<file path="src/rtl/instruction_fetch_unit.sv">
// Instruction fetch unit: owns the PC, issues word addresses to a 1-cycle memory,
// buffers returned words in a 2-entry FIFO and hands them to decode in program order.
module instruction_fetch_unit #(
    parameter logic [31:0] RESET_PC  = 32'd0,
    parameter logic [31:0] ADDR_STEP = 32'd1
) (
    input  logic        clk,
    input  logic        reset_n,
    output logic [31:0] mem_address,
    input  logic [31:0] mem_instruction,
    input  logic        fetch_en,
    input  logic        branch_taken,
    input  logic [31:0] branch_target,
    output logic        instr_valid,
    output logic [31:0] instr_out,
    output logic [31:0] instr_pc,
    input  logic        decode_ready
);

    logic [31:0] fetch_pc;
    logic [31:0] inflight_pc;
    logic        inflight;
    logic [31:0] fifo_instr [2];
    logic [31:0] fifo_pc    [2];
    logic [1:0]  count;

    logic        pop;
    logic        issue;
    logic [2:0]  occ;
    logic        wr_idx;

    // occ is the FIFO occupancy after this edge; issuing only while occ <= 1
    // guarantees the returning word always has a free slot.
    always_comb begin
        pop    = instr_valid & decode_ready;
        occ    = {1'b0, count} + {2'b00, inflight} - {2'b00, pop};
        issue  = fetch_en & ~branch_taken & (occ <= 3'd1);
        wr_idx = count[1] | (count[0] & ~pop);
    end

    assign mem_address = fetch_pc;
    assign instr_valid = (count != 2'd0);
    assign instr_out   = instr_valid ? fifo_instr[0] : '0;
    assign instr_pc    = instr_valid ? fifo_pc[0]    : '0;

    always_ff @(posedge clk) begin
        if (!reset_n) begin
            fetch_pc <= RESET_PC;
            inflight <= 1'b0;
            count    <= '0;
        end else if (branch_taken) begin
            fetch_pc <= branch_target;
            inflight <= 1'b0;
            count    <= '0;
        end else begin
            inflight <= issue;
            count    <= occ[1:0];
            if (issue) begin
                inflight_pc <= fetch_pc;
                fetch_pc    <= fetch_pc + ADDR_STEP;
            end
            if (pop) begin
                fifo_instr[0] <= fifo_instr[1];
                fifo_pc[0]    <= fifo_pc[1];
            end
            // A simultaneous push into slot 0 overrides the shift above.
            if (inflight) begin
                fifo_instr[wr_idx] <= mem_instruction;
                fifo_pc[wr_idx]    <= inflight_pc;
            end
        end
    end

endmodule

</file>
<file path="config.mk">
export PLATFORM = sky130hd
export DESIGN_NAME = instruction_fetch_unit
export DESIGN_NICKNAME = d
export VERILOG_FILES = /design/src/rtl/instruction_fetch_unit.sv
export SDC_FILE = /design/constraint.sdc
export NUM_CORES = 1
export LEC_CHECK = 0
export CORE_ASPECT_RATIO = 0.8
export CORE_MARGIN = 3
export CORE_UTILIZATION = 40
export DETAILED_ROUTE_END_ITERATION = 10
export PLACE_DENSITY = 0.67
export SLEW_MARGIN = 25
export SYNTH_ARGS = -nofsm -noshare
export SYNTH_HDL_FRONTEND = slang
export SYNTH_SLANG_ARGS = --single-unit
</file>
<file path="constraint.sdc">
create_clock -name clk -period 13.9 [get_ports clk]
set_input_delay 2.78 -clock clk [delete_from_list [all_inputs] [get_ports clk]]
set_output_delay 2.78 -clock clk [all_outputs]
set_load 0.05 [all_outputs]
</file>
After elaboration in Yosys (flattened, before gate mapping)

Memories as Yosys holds them, arrays and structs flattened.
Index checks and enable logic that the tools add are counted.

Bits of input ports: 69
Register bits: 67
RAM bits: 128
Memories kept: 2
Output and inout bits: 97

Bitwise operators: 8
$lt $le $gt $ge: 1
Reduce and logical (&&, ||, !) cells: 4
Multiplexer cells: 12
Add/sub/neg operators: 3

Memory list:

| name       | depth | width | rd ports | clocked after memory_dff | wr ports | RTL line | source |
|---|---|---|---|---|---|---|---|
| fifo_instr | 2     | 32    | 2        | 0                        | 2        | 23       | `logic [31:0] fifo_instr [2];` |
| fifo_pc    | 2     | 32    | 2        | 0                        | 2        | 24       | `logic [31:0] fifo_pc [2];` |

Operator list:

| operator              | number |
|---|---|
| $mux 32               | 4 |
| $add 32x1->32 const B | 1 |
| $mux 1                | 8 |
| $and 1x1->1           | 4 |
| $reduce_bool 2->1     | 2 |
| $add 2x1->3           | 1 |
| $le 3x1->1 const B    | 1 |
| $not 1->1             | 3 |
| $reduce_and 3->1      | 1 |
| $sub 3x1->3           | 1 |
| $reduce_or 2->1       | 1 |
| $or 1x1->1            | 1 |

Logic depth before layout (Yosys ltp)

Depth in word-level cells: 7
Mapped depth: 14
Mapped depth without buffers: 11

Least setup slack after synthesis

No wires, ideal clock.

Kind: in2reg
From: in branch_taken
To: mem fifo_instr[0][0] (enable)
Required time: 13.326 ns
Buffers on the path: 0
Stages on the path: 2
Setup slack: 5.844 ns
Data arrival time: 7.481 ns
Setup time: 0.574 ns
Path through: nand2b_1 o21ai_0

RTL lines:

| element            | RTL line | source |
|---|---|---|
| start: declaration | 12       | `input logic branch_taken,` |
| end: declaration   | 23       |  |

Worst setup path in the final report

From: in decode_ready
To: reg inflight_pc[17] (enable)

Longest elaborated chain between the ends: 5

RTL lines:

| element                    | RTL line | source |
|---|---|---|
| start: declaration         | 17       | `input logic decode_ready` |
| $and 1x1->1                | 35       | `pop = instr_valid & decode_ready;` |
| $sub 3x1->3                | 36       | `occ = {1'b0, count} + {2'b00, inflight} - {2'b00, pop};` |
| named net occ[1]           | 29       | `logic [2:0] occ;` |
| $le 3x1->1                 | 37       | `issue = fetch_en & ~branch_taken & (occ <= 3'd1);` |
| $and 1x1->1                | 37       |  |
| $reduce_and 3->1 (no line) | -        |  |
| end signal: assignment     | 59       | `inflight_pc <= fetch_pc;` |
| end: declaration           | 21       | `logic [31:0] inflight_pc;` |

The timed path passes the listed nets, and every way through them passes these cells.
A chain may end at the register's enable or synchronous reset.

==> out/metrics.csv <==
stage,metric,value,unit
final_layout,fraction of layout cells with a size suffix above 1,0.148,
floorplan,Top-Level Pins,166,
final_layout,fin nets,804,
pwr,Reg power frac,0.534,
drt,drt initial violations,429,
min_path,Hold Path Class,reg2reg,
floorplan,Die Ht,133,um
final_layout,Seq. cell area,5510,um^2
critical_path,WS Path Type,in2reg,
critical_path,CP endpoint kind,register,
final_layout,ant diodes,0,
clock_tree,Worst-Skew Late Latency,0.42,ns
final_layout,final instance area,10600,um^2
synth,Mapped Avg Cell Area,14.3,um^2
pwr,Clk pwr share,0.362,
drt,first-pass iteration count of the detailed router,4,
place,detailed placement HPWL,11.9,mm
floorplan,Initial Utilization,0.418,
pwr,sw frac,0.239,
sta,setup TNS,0,ns
synth,most numerous cell in the Yosys netlist,edfxtp_1,
clock_tree,# clock sinks,195,
grt,Congestion Overflow GR,0,
critical_path,crit start category,input port,
synth,number of flops mapped to enable cells by yosys,160,
status,status,"finished, final reports clean",
grt,gr usage total,0.163,
place,# placed instances,970,
synth,sequential area share after synthesis,0.678,
drt,ANT nets after route,0,
clock_tree,Max clock buf depth,2,
grt,initial antenna violation count,0,
synth,Post-Syn Area,8130,um^2
sta,headroom to the max-slew limit,0.337,
pwr,Cell Pwr Density,116,nW/um^2
floorplan,core footprint,19400,um^2
synth,Synth Register Bits,195,
sta,Final setup viols,0,
place,pre-CTS WS,6.84,ns
critical_path,CP Data Required Time,14.01,ns
clock_tree,# resized after CTS,0,
floorplan,Die Area,22100,um^2
grt,first-pass GRT wire length,27.8,mm
critical_path,CP Data Arrival Time,6.73,ns
place,placed cell areas,10000,um^2
job,Max-Cap Viols,0,
drt,WL per Instance,18.0,um
clock_tree,Worst-path clk slew,0.06,ns
synth,"Async S/R FF share, synth",0,
pwr,Pwr Total,1.23,mW
drt,via count,5041,
drt,Routed WL,18.0,mm
pwr,maximum VDD drop,0.0724,mV
grt,vias in the first global route,5109,
final_layout,Filler Cells Inserted,1603,
pwr,Comb pwr share,0.104,
synth,synth unique cells,39,
floorplan,num rows,45,
clock_tree,Post-CTS Setup Bufs,0,
sta,clk_skew,0.0127,ns
sta,final worst slack,7.28,ns
place,I/O Buffers,165,
clock_tree,total CTS buffers,17,
sta,Final Max Slew Viols,0,
drt,DRC errors left,0,
synth,Main synth FF type,edfxtp_1,
final_layout,post-route non-filler standard cell count,1002,
critical_path,Worst Path Max Fanout,19,
synth,share of the synthesized area in the top cell type,0.591,
place,RD Place Congestion,0.798,
clock_tree,cts hold-fix bufs,0,
sta,fin crit share,0.477,
clock_tree,CTS tree,yes,
final_layout,Layout area overhead,30.1,%
synth,Synthesis Warnings,0,
grt,largest net degree at the start of global routing,67,
sta,final hold violations,0,
drt,Vias/cell,5.03,
sta,min Tclk post-route,6.62,ns
synth,commonest cells in the netlist,"160 x edfxtp_1, 68 x and2_1, 64 x mux2_2, 36 x nand2_1, 35 x dfxtp_1",
pwr,switching pwr,294,uW
pwr,cell-internal power,937,uW
sta,Worst-Margin Slew,0.994,ns
clock_tree,H-tree depth,4,
synth,Yosys top cell by area,edfxtp_1,
sta,Max Clk Rate,151,MHz
pwr,Pleak,3.61,nW
synth,Cells after Synth,570,
floorplan,DIE WIDTH,165,um
synth,top post-synthesis cells by area,"edfxtp_1 59%, mux2_2 8.9%, dfxtp_1 8.6%",
sta,RSZ-0062 raised after global routing,false,
final_layout,area of the multi-input gates,2500,um^2
synth,Synthesized Nets,643,
clock_tree,CTS root buf,clkbuf_16,
==> critical path, cell delays in order <==
cell	delay [ns]
clkdlybuf4s50_1	0.46
nand2_1	0.11
ha_1	0.33
inv_1	0.04
ha_1	0.18
fa_1	0.45
nand2b_1	0.54
or3_1	0.77
inv_1	0.68
buf_4	0.37
==> through the flow <==
stage,util,hold WS (ns)
after global routing,0.544,0.454
final,0.544,0.444
after CTS,0.544,0.445
after global placement,0.517,0.427
after floorplan,-,0.422
after detailed placement,0.517,0.435
==> cell usage in the layout, fill, tap and decap left out, types with 17 or more instances in the layout <==
cell	count
clkdlybuf4s50_1	165
edfxtp_1	160
and2_1	68
mux2_2	64
nand2_1	36
dfxtp_1	35
o21ai_0	33
nand3_1	20
xor2_1	19
clkbuf_16	17
==> state kept, by name, summed over array words and instances, names as in the netlist <==
register,cells
fifo_instr,64
fifo_pc,64
inflight_pc,32
mem_address,32
count,2
inflight,1
==> worst paths after layout <==
kind	startpoint	end	slack, ns	cells past startpoint
min	inflight_pc[10]	fifo_pc[1][10]	0.44	0
max reg2reg	count[1]	inflight_pc[17]	8.93	10
max	decode_ready	inflight_pc[17]	7.28	10
min reg2reg	inflight_pc[10]	fifo_pc[1][10]	0.44	0
==> kinds of logic (layout without fill, tap and decap cells) <==
group | after synthesis | in the layout | share of synthesized area
AOI/OAI and AO/OA | 66 | 66 | 0.0467
xor gates and xnor gates | 30 | 30 | 0.0346
adders and majority gates | 4 | 4 | 0.00708
buffers and inverters | 35 | 209 | 0.0185
DFF | 195 | 195 | 0.678
muxes | 66 | 66 | 0.0912
and+or+nand+nor | 174 | 174 | 0.124
==> area by class of cell <==
class	count	share of cell area
inverter	7	0.00248
tap	258	0.0305
clock buffer	19	0.0409
timing repair buffer	170	0.160
clock inverter	13	0.00887
multi-input combinational	340	0.237
sequential	195	0.521
==> routing by layer <==
| metal | global-route usage | wire length (um) | vias to the layer above |
|---|---|---|---|
| li1 | - | - | 2397 |
| met1 | 0.228 | 8360 | 2482 |
| met2 | 0.252 | 8350 | 149 |
| met3 | 0.0491 | 1160 | 13 |
| met4 | 0.0360 | 141 | 0 |
| met5 | 0 | 0 | - |
==> power groups by stage <==
| stage | sequential (mW) | clock [mW] | combinational (mW) |
|---|---|---|---|
| finish | 0.657 | 0.446 | 0.128 |
| global route | 0.659 | 0.482 | 0.136 |
| CTS | 0.657 | 0.456 | 0.129 |
| detailed placement | 0.670 | 0 | 0.128 |
| global placement | 0.669 | 0 | 0.127 |
| floorplan | 0.688 | 0 | 0.0517 |
Power figures use the tool's default switching activity.
